<file path="src/rtl/uart_periph.sv">
// Memory-mapped UART: TXD/RXD/CON registers, 8N1 transmitter and receiver,
// level interrupt derived from the sticky status bits and their enables.
module uart_periph #(
  parameter int unsigned CLKS_PER_BIT = 5208,
  parameter logic [31:0] BASE_ADDR    = 32'h4000_0000
) (
  input  logic        clk,
  input  logic        reset,
  input  logic [31:0] addr,
  input  logic [31:0] wdata,
  input  logic        rd,
  input  logic        wr,
  output logic [31:0] rdata,
  input  logic        rx,
  output logic        tx,
  output logic        irq
);

  localparam int unsigned CW = $clog2(CLKS_PER_BIT) + 1;
  localparam logic [CW-1:0] BAUD_LAST = CW'(CLKS_PER_BIT - 1);
  localparam logic [CW-1:0] HALF_LAST = CW'(CLKS_PER_BIT / 2 - 1);
  localparam logic [CW-1:0] CNT_ONE   = CW'(1);

  localparam logic [31:0] TXD_ADDR = BASE_ADDR + 32'd24;
  localparam logic [31:0] RXD_ADDR = BASE_ADDR + 32'd28;
  localparam logic [31:0] CON_ADDR = BASE_ADDR + 32'd32;

  typedef enum logic [1:0] {TX_IDLE, TX_START, TX_DATA, TX_STOP} tx_state_t;
  typedef enum logic [1:0] {RX_IDLE, RX_START, RX_DATA, RX_STOP} rx_state_t;

  tx_state_t     tx_state;
  logic [CW-1:0] tx_cnt;
  logic [2:0]    tx_bit;
  logic [7:0]    tx_shift;

  rx_state_t     rx_state;
  logic [CW-1:0] rx_cnt;
  logic [2:0]    rx_bit;
  logic [7:0]    rx_shift;
  logic          rx_ferr;
  logic          rx_s1, rx_s2, rx_prev;
  logic [7:0]    rxd;

  logic con_txie, con_rxie, tx_done, rx_ready;

  logic sel_txd, sel_rxd, sel_con, con_wr;
  logic tx_busy, tx_finish, rx_finish;
  logic unused_bits;

  assign sel_txd = (addr[31:2] == TXD_ADDR[31:2]);
  assign sel_rxd = (addr[31:2] == RXD_ADDR[31:2]);
  assign sel_con = (addr[31:2] == CON_ADDR[31:2]);
  assign con_wr  = wr && sel_con;

  assign tx_busy   = (tx_state != TX_IDLE);
  assign tx_finish = (tx_state == TX_STOP) && (tx_cnt == BAUD_LAST);
  assign rx_finish = (rx_state == RX_STOP) && !rx_ferr && (rx_cnt == BAUD_LAST) && rx_s2;

  assign unused_bits = ^{addr[1:0], wdata[31:8]};

  // Load data mux; zero when not reading or address unmapped.
  always_comb begin
    rdata = '0;
    if (rd) begin
      if (sel_rxd)
        rdata = {24'b0, rxd};
      else if (sel_con)
        rdata = {27'b0, tx_busy, rx_ready, tx_done, con_rxie, con_txie};
    end
  end

  // Transmitter: start bit, 8 data bits LSB first, stop bit; tx is registered.
  always_ff @(posedge clk) begin
    if (reset) begin
      tx_state <= TX_IDLE;
      tx       <= 1'b1;
      tx_cnt   <= '0;
      tx_bit   <= '0;
      tx_shift <= '0;
    end else begin
      case (tx_state)
        TX_IDLE: begin
          if (wr && sel_txd) begin
            tx_shift <= wdata[7:0];
            tx       <= 1'b0;
            tx_cnt   <= '0;
            tx_state <= TX_START;
          end
        end
        TX_START: begin
          if (tx_cnt == BAUD_LAST) begin
            tx_cnt   <= '0;
            tx_bit   <= '0;
            tx       <= tx_shift[0];
            tx_shift <= {1'b0, tx_shift[7:1]};
            tx_state <= TX_DATA;
          end else begin
            tx_cnt <= tx_cnt + CNT_ONE;
          end
        end
        TX_DATA: begin
          if (tx_cnt == BAUD_LAST) begin
            tx_cnt <= '0;
            if (tx_bit == 3'd7) begin
              tx       <= 1'b1;
              tx_state <= TX_STOP;
            end else begin
              tx       <= tx_shift[0];
              tx_shift <= {1'b0, tx_shift[7:1]};
              tx_bit   <= tx_bit + 3'd1;
            end
          end else begin
            tx_cnt <= tx_cnt + CNT_ONE;
          end
        end
        TX_STOP: begin
          if (tx_cnt == BAUD_LAST) begin
            tx_cnt   <= '0;
            tx_state <= TX_IDLE;
          end else begin
            tx_cnt <= tx_cnt + CNT_ONE;
          end
        end
        default: tx_state <= TX_IDLE;
      endcase
    end
  end

  // rx synchronizer plus one extra stage for falling-edge detection.
  always_ff @(posedge clk) begin
    if (reset) begin
      rx_s1   <= 1'b1;
      rx_s2   <= 1'b1;
      rx_prev <= 1'b1;
    end else begin
      rx_s1   <= rx;
      rx_s2   <= rx_s1;
      rx_prev <= rx_s2;
    end
  end

  // Receiver: half-bit start check, centre sampling, stop-bit validation.
  // A bad stop bit parks in STOP (rx_ferr) until the line returns high.
  always_ff @(posedge clk) begin
    if (reset) begin
      rx_state <= RX_IDLE;
      rx_cnt   <= '0;
      rx_bit   <= '0;
      rx_shift <= '0;
      rx_ferr  <= 1'b0;
      rxd      <= '0;
    end else begin
      case (rx_state)
        RX_IDLE: begin
          if (rx_prev && !rx_s2) begin
            rx_cnt   <= '0;
            rx_state <= RX_START;
          end
        end
        RX_START: begin
          if (rx_cnt == HALF_LAST) begin
            rx_cnt   <= '0;
            rx_bit   <= '0;
            rx_state <= rx_s2 ? RX_IDLE : RX_DATA;
          end else begin
            rx_cnt <= rx_cnt + CNT_ONE;
          end
        end
        RX_DATA: begin
          if (rx_cnt == BAUD_LAST) begin
            rx_cnt   <= '0;
            rx_shift <= {rx_s2, rx_shift[7:1]};
            if (rx_bit == 3'd7) begin
              rx_ferr  <= 1'b0;
              rx_state <= RX_STOP;
            end else begin
              rx_bit <= rx_bit + 3'd1;
            end
          end else begin
            rx_cnt <= rx_cnt + CNT_ONE;
          end
        end
        RX_STOP: begin
          if (rx_ferr) begin
            if (rx_s2) begin
              rx_ferr  <= 1'b0;
              rx_state <= RX_IDLE;
            end
          end else if (rx_cnt == BAUD_LAST) begin
            rx_cnt <= '0;
            if (rx_s2) begin
              rxd      <= rx_shift;
              rx_state <= RX_IDLE;
            end else begin
              rx_ferr <= 1'b1;
            end
          end else begin
            rx_cnt <= rx_cnt + CNT_ONE;
          end
        end
        default: rx_state <= RX_IDLE;
      endcase
    end
  end

  // CON register: enables as written, sticky status where hardware set beats software clear.
  always_ff @(posedge clk) begin
    if (reset) begin
      con_txie <= 1'b0;
      con_rxie <= 1'b0;
      tx_done  <= 1'b0;
      rx_ready <= 1'b0;
      irq      <= 1'b0;
    end else begin
      if (con_wr) begin
        con_txie <= wdata[0];
        con_rxie <= wdata[1];
      end
      tx_done  <= tx_finish | (tx_done  & ~(con_wr & ~wdata[2]));
      rx_ready <= rx_finish | (rx_ready & ~(con_wr & ~wdata[3]));
      irq      <= (con_txie & tx_done) | (con_rxie & rx_ready);
    end
  end

endmodule
</file>
<file path="config.mk">
export PLATFORM = sky130hd
export DESIGN_NAME = uart_periph
export DESIGN_NICKNAME = d
export VERILOG_FILES = /design/src/rtl/uart_periph.sv
export SDC_FILE = /design/constraint.sdc
export NUM_CORES = 1
export LEC_CHECK = 0
export CAP_MARGIN = 20
export CORE_MARGIN = 4
export CORE_UTILIZATION = 35
export CTS_BUF_LIST = sky130_fd_sc_hd__clkbuf_8 sky130_fd_sc_hd__clkbuf_16
export DETAILED_ROUTE_END_ITERATION = 8
export GPL_ROUTABILITY_DRIVEN = 0
export SYNTH_ARGS = -nofsm -noshare
export SYNTH_HDL_FRONTEND = slang
export SYNTH_SLANG_ARGS = --single-unit
</file>
<file path="constraint.sdc">
create_clock -name clk -period 2.7 [get_ports clk]
set_input_delay 0.81 -clock clk [delete_from_list [all_inputs] [get_ports clk]]
set_output_delay 0.81 -clock clk [all_outputs]
set_load 0.03 [all_outputs]
</file>
# After elaboration in Yosys (flattened, before gate mapping)

Index checks and enable logic that the tools add are counted.

Register bits: 72
Input port bits: 69
Output and inout bits: 34
Word-level logic and storage cells: 141

$add $sub $neg: 4
Equal/unequal tests: 27
Mux-type cells: 50
Bitwise logic cells: 14
Reductions and logical operators: 27

Operator list:

| kind                                                   | count |
|---|---|
| equality test 30 x 29 -> 1 bit (second input constant) | 3 |
| 2-to-1 mux 14 bit                                      | 6 |
| case mux 14 bit (4 select lines)                       | 1 |
| 2-to-1 mux 8 bit                                       | 6 |
| adder 14 x 1 -> 14 bit (second input constant)         | 2 |
| equality test 14 x 13 -> 1 bit (second input constant) | 2 |
| case mux 14 bit (2 select lines)                       | 1 |
| 2-to-1 mux 2 bit                                       | 13 |
| case mux 8 bit (3 select lines)                        | 1 |
| inequality test 2 bit (second input constant)          | 11 |
| 2-to-1 mux 3 bit                                       | 6 |
| case mux 2 bit (4 select lines)                        | 2 |
| AND reduction 4 bit                                    | 4 |
| AND reduction 5 bit                                    | 3 |
| equality test 14 x 12 -> 1 bit (second input constant) | 1 |
| case mux 3 bit (2 select lines)                        | 2 |
| 2-to-1 mux 1 bit                                       | 9 |
| equality test 2 bit (second input constant)            | 4 |
| nonzero test 2 bit                                     | 4 |
| logical AND 1 bit                                      | 7 |
| adder 3 x 1 -> 3 bit (second input constant)           | 2 |
| bitwise AND 1 bit                                      | 6 |
| equality test 3 bit (second input constant)            | 2 |
| 2-to-1 mux 5 bit                                       | 1 |
| other kinds (13)                                       | 23 |

# Depth between registers and ports, before layout

Gate-level depths: netlist of the first run.

Depth in word-level cells: 6
Gate-level depth with buffers: 7
Gate-level depth less buffers: 7

# Least setup slack after synthesis of the first run

No wires, ideal clock.

Path type: input to output
Start point: input port addr[24]
End point: output port rdata[1]
Arrival: 2.288 ns
Data required time: 1.890 ns
Path slack: -0.398 ns
Cell stages on the path: 6
Buffers on the path: 1
Path through: nor4_2 > nand4_1 > nor3_1 > buf_2 > a22oi_1 > nor2b_1

Longest elaborated chain between the ends: 4
Elaborated cells between the ends (all ways): 5
Classes of those cells: 2 x eq/ne; 3 x mux

Ends and longest elaborated chain:

| what                           | line | source |
|---|---|---|
| from (decl)                    | 9    | `input logic [31:0] addr,` |
| equality test 30 x 29 -> 1 bit | 52   | `assign sel_con = (addr[31:2] == CON_ADDR[31:2]);` |
| 2-to-1 mux 5 bit               | 67   | `else if (sel_con)` |
| 2-to-1 mux 8 bit *             | 65   | `if (sel_rxd)` |
| 2-to-1 mux 8 bit *             | 64   | `if (rd) begin` |
| to (decl)                      | 13   | `output logic [31:0] rdata,` |

Mark *: on every way between the ends. The rest lies on a longest branch, timed or not.

# Worst setup path in the final report of the first run

Start point: input port addr[5]
End point: output port rdata[4]

Same word-level chain as after synthesis.

==> run summary, run 1 <==
Timing
* final worst-path cycle share: 108.3%
* count of pins over their slew limit: 0
* Hold Vio Cnt, Final: 0
* final setup slack of the worst path: -0.2238 ns
* Setup TNS Final: -1.549 ns
* Slew HR: 33.47%
* FMAX: 342.0 MHz
* min Tclk post-route: 2.924 ns
* pin slew with the least headroom to its limit: 0.9854 ns
* worst setup skew after layout: 0.003955 ns
* unrepaired setup endpoints after global routing: true
* count of endpoints failing setup in the final report: 8
* tightest hold margin: 0.4061 ns

Synth
* top flip-flop cell by instance count after synthesis: dfxtp_1
* post-synth cell types: 73
* synthesized instance count: 446
* flop and latch count out of synthesis: 72
* syn avg cell area: 9.031 µm²
* count of flip-flops with a built-in enable after synthesis: 0
* netlist area before placement: 0.004028 mm²
* share of flip-flops with an asynchronous set or reset: 0%
* share of the yosys chip area belonging to registers: 35.79%
* yosys warns: 0

Die
* Core ar.: 0.01103 mm²
* initial core utilization: 36.51%
* width of the chip: 115.3 µm
* site row count: 38
* Chip Height: 115.3 µm
* I/O Pins: 103
* area of the die: 0.01329 mm²

GRT
* via count of the first global-routing pass: 3433
* busiest metal layer after global routing: met2
* global-route wire length before repair: 15840 µm
* Total GRT Usage: 14.60%
* GR Layer Usage met3: 3.684%
* met1 Track Usage GR: 17.45%
* met2 Track Usage GR: 25.19%
* maximum number of pins on one net before global-route repair: 34
* total global routing overflow: 0
* initial antenna violation count: 0

Setup path
* worst path buffer plus inverter count: 3
* type of destination of the critical path: output pin
* delay of the slowest cell on the worst path: 0.25 ns
* cell seen most often among critical-path stages: buf_6
* maximum fanout along the worst path: 8
* data arrival time at the worst-slack endpoint: 2.11 ns
* depth of the worst register-to-register path: 7
* cell family with the largest share of critical-path delay: simple AND/OR/NAND/NOR gates
* required time at the endpoint of the critical path: 1.89 ns
* number of logic stages on the critical path including buffering: 8
* master of the slowest instance on the critical path: and3b_2
* sort of element at the start of the critical path: input pin
* type of the setup path with the least slack: input pin to output pin
* ordered list of cells on the worst path: clkdlybuf4s15_1 > and3b_2 > nand4_1 > nor3_4 > buf_6 > a22oi_2 > nor2b_2 > buf_6

Min path
* kind of path behind the tightest hold check: register to register
* instance count along the most critical hold path: 1

Clock network
* Worst-Skew Late Latency: 0.33 ns
* CTS tree: built
* deepest clock path buffer count: 2
* total clock buffers created by CTS: 9
* master cell of the clock root buffer: clkbuf_16
* post-CTS clock slew at the launch and capture registers of the worst setup and hold paths: 0.06 ns
* CTS H-tree depth: 3
* count of clock tree sinks: 72
* cts-stage hold buffer count: 0

Pwr
* total power per unit cell area: 700.5 mW/mm²
* post-layout power: 3.636 mW
* maximum VDD drop: 0.0003040 V
* LEAKAGE: 1.873 nW

Cells and area
* Final nets: 591
* number of inserted diodes: 0
* share of cells above drive strength 1: 22.29%
* area grow syn2layout: 28.86%
* number of filler cells placed in the layout: 1044
* utilization of the core after routing: 47.05%

Placed design
* placement-stage worst setup slack: -0.7442 ns
* placed wire-length estimate after detailed placement: 6796 µm
* number of port buffers: 52

Drt
* DRT antenna net count: 0
* first-pass detailed-route iteration total: 4
* via total after detailed routing: 3483
* violation count after the first detailed-route iteration: 102
* via-per-instance ratio: 5.309
* DRT Wirelength: 9304 µm
* routed len/inst: 14.18 µm
* detailed-route DRC error count: 0

Run
* max-cap check violation count: 0

Status
* result of the run: finished with violations
* failing checks: setup timing

metal layers:
layer	part of all wire, %	wire (µm)
met5	0	0
met4	1.4	130
met3	4.5	420
met2	50	4631
met1	44	4122
cells in the final DEF (no fill, tap or decap), types with 5 or more instances in the layout:
master | synthesis | layout
a21oi_1 | 27 | 27
a311oi_1 | 6 | 6
and3_1 | 11 | 8
buf_2 | 3 | 12
buf_4 | 25 | 17
buf_6 | 1 | 15
bufinv_16 | 0 | 5
clkbuf_16 | 0 | 9
clkdlybuf4s50_1 | 0 | 13
conb_1 | 1 | 24
dfxtp_1 | 72 | 72
dlygate4sd2_1 | 0 | 8
ha_1 | 11 | 11
inv_1 | 10 | 9
mux2i_1 | 24 | 24
nand2_1 | 26 | 26
nand3_1 | 11 | 10
nand4_1 | 7 | 7
nor2_1 | 43 | 42
nor2b_2 | 0 | 5
nor3_1 | 12 | 11
nor4_4 | 0 | 5
o21a_1 | 8 | 8
o21ai_0 | 15 | 15
stage by stage:
step                      cells  area (µm²)
after global placement      634        4732
after global routing        656        5190
final                       656        5190
after CTS                   658        5187
after detailed placement    634        4732
after floorplan             469        4205
kinds of logic after synthesis:
| kind of cell | after synthesis | share of synthesized area, % |
|---|---|---|
| and+or+nand+nor | 174 | 26.75 |
| AOI/OAI and AO/OA | 104 | 18.61 |
| DFF | 72 | 35.79 |
| buffers and inverters | 51 | 7.362 |
| muxes | 25 | 6.244 |
| adders and majority gates | 11 | 3.417 |
| xor gates and xnor gates | 8 | 1.739 |
| other | 1 | 0.09311 |
layout make-up:
cell class	instances	area [µm²]	share of cell area, %
multi-input combinational	346	2494	48.05
sequential	72	1441	27.77
timing repair buffer	72	639.4	12.32
clock buffer	11	252.7	4.870
tap	140	175.2	3.375
clock inverter	5	150.1	2.893
inverter	10	37.54	0.7232
final timing paths:
path | from | end | slack [ns]
max | addr[5] | rdata[4] | -0.22
min | rx_s1 | rx_s2 | 0.41
max reg2reg | tx_cnt[0] | tx_shift[2] | 0.52
min reg2reg | rx_s1 | rx_s2 | 0.41
power breakdown:
part | switching [mW] | internal (mW) | total, mW
sequential | 0.0735 | 1.14 | 1.21
clock | 0.451 | 1.14 | 1.59
combinational | 0.487 | 0.344 | 0.831
registers in the layout, summed over array words and instances (netlist names), 2 cells and up, named ones only:
| signal | cells |
|---|---|
| tx_bit | 3 |
| rxd | 8 |
| tx_state | 2 |
| tx_cnt | 14 |
| tx_shift | 8 |
| rx_shift | 8 |
| rx_bit | 3 |
| rx_cnt | 14 |
synth_stat cells, types with 3 or more instances:
library cell | number | area, µm²
and2_1 | 3 | 18.77
a22oi_1 | 7 | 52.55
o21ai_0 | 15 | 75.07
and3_1 | 11 | 68.82
nor4_1 | 3 | 18.77
a21bo_2 | 3 | 30.03
nor2b_1 | 7 | 43.79
a21o_1 | 3 | 22.52
mux2i_1 | 24 | 240.2
o21a_1 | 8 | 60.06
nand2b_1 | 3 | 18.77
or3_1 | 3 | 18.77
nor3_2 | 4 | 40.04
buf_4 | 25 | 187.7
nor3b_1 | 3 | 22.52
a21oi_1 | 27 | 135.1
o31a_1 | 4 | 35.03
nand3_1 | 11 | 55.05
a41oi_1 | 3 | 26.28
o311ai_0 | 4 | 35.03
xor2_1 | 4 | 35.03
o31ai_1 | 4 | 30.03
nand2_1 | 26 | 97.59
nor3_1 | 12 | 60.06
dfxtp_1 | 72 | 1441
or2_2 | 4 | 25.02
a311oi_1 | 6 | 52.55
clkbuf_1 | 11 | 41.29
nor4_2 | 6 | 75.07
nor2_1 | 43 | 161.4
inv_1 | 10 | 37.54
or4_1 | 3 | 22.52
nand3b_1 | 3 | 22.52
xnor2_1 | 4 | 35.03
nand4_1 | 7 | 43.79
a31oi_1 | 3 | 18.77
ha_1 | 11 | 137.6
buf_2 | 3 | 15.01
worst register-to-register path: cells and delay by family (launching register included):
kind	cells	cell delay, ns
simple gates	4	0.65
compound gates	1	0.53
flops	1	0.39
buf+inv	1	0.25
fa+ha+maj	1	0.24
repair_timing:
| item | in CTS | in global routing |
|---|---|---|
| gates resized for setup | 107 | 5 |
| endpoints found under the setup margin | 8 | 31 |
| pin swaps | 20 | 9 |
| hold endpoints to repair | 0 | 0 |
| buffers inserted | 8 | 0 |
(Power assumes the default switching activity.)
==> run 2, diff against run 1 <==
Settings changed: SLEW_MARGIN set to 20.
==> results of run 2 <==
Final layout, timing and power as in run 1 (identical DEF).
==> run 3, diff against run 2 <==
Settings changed: CTS_CLUSTER_DIAMETER set to 100.
==> results of run 3 <==
Final layout, timing and power as in run 1 (identical DEF).
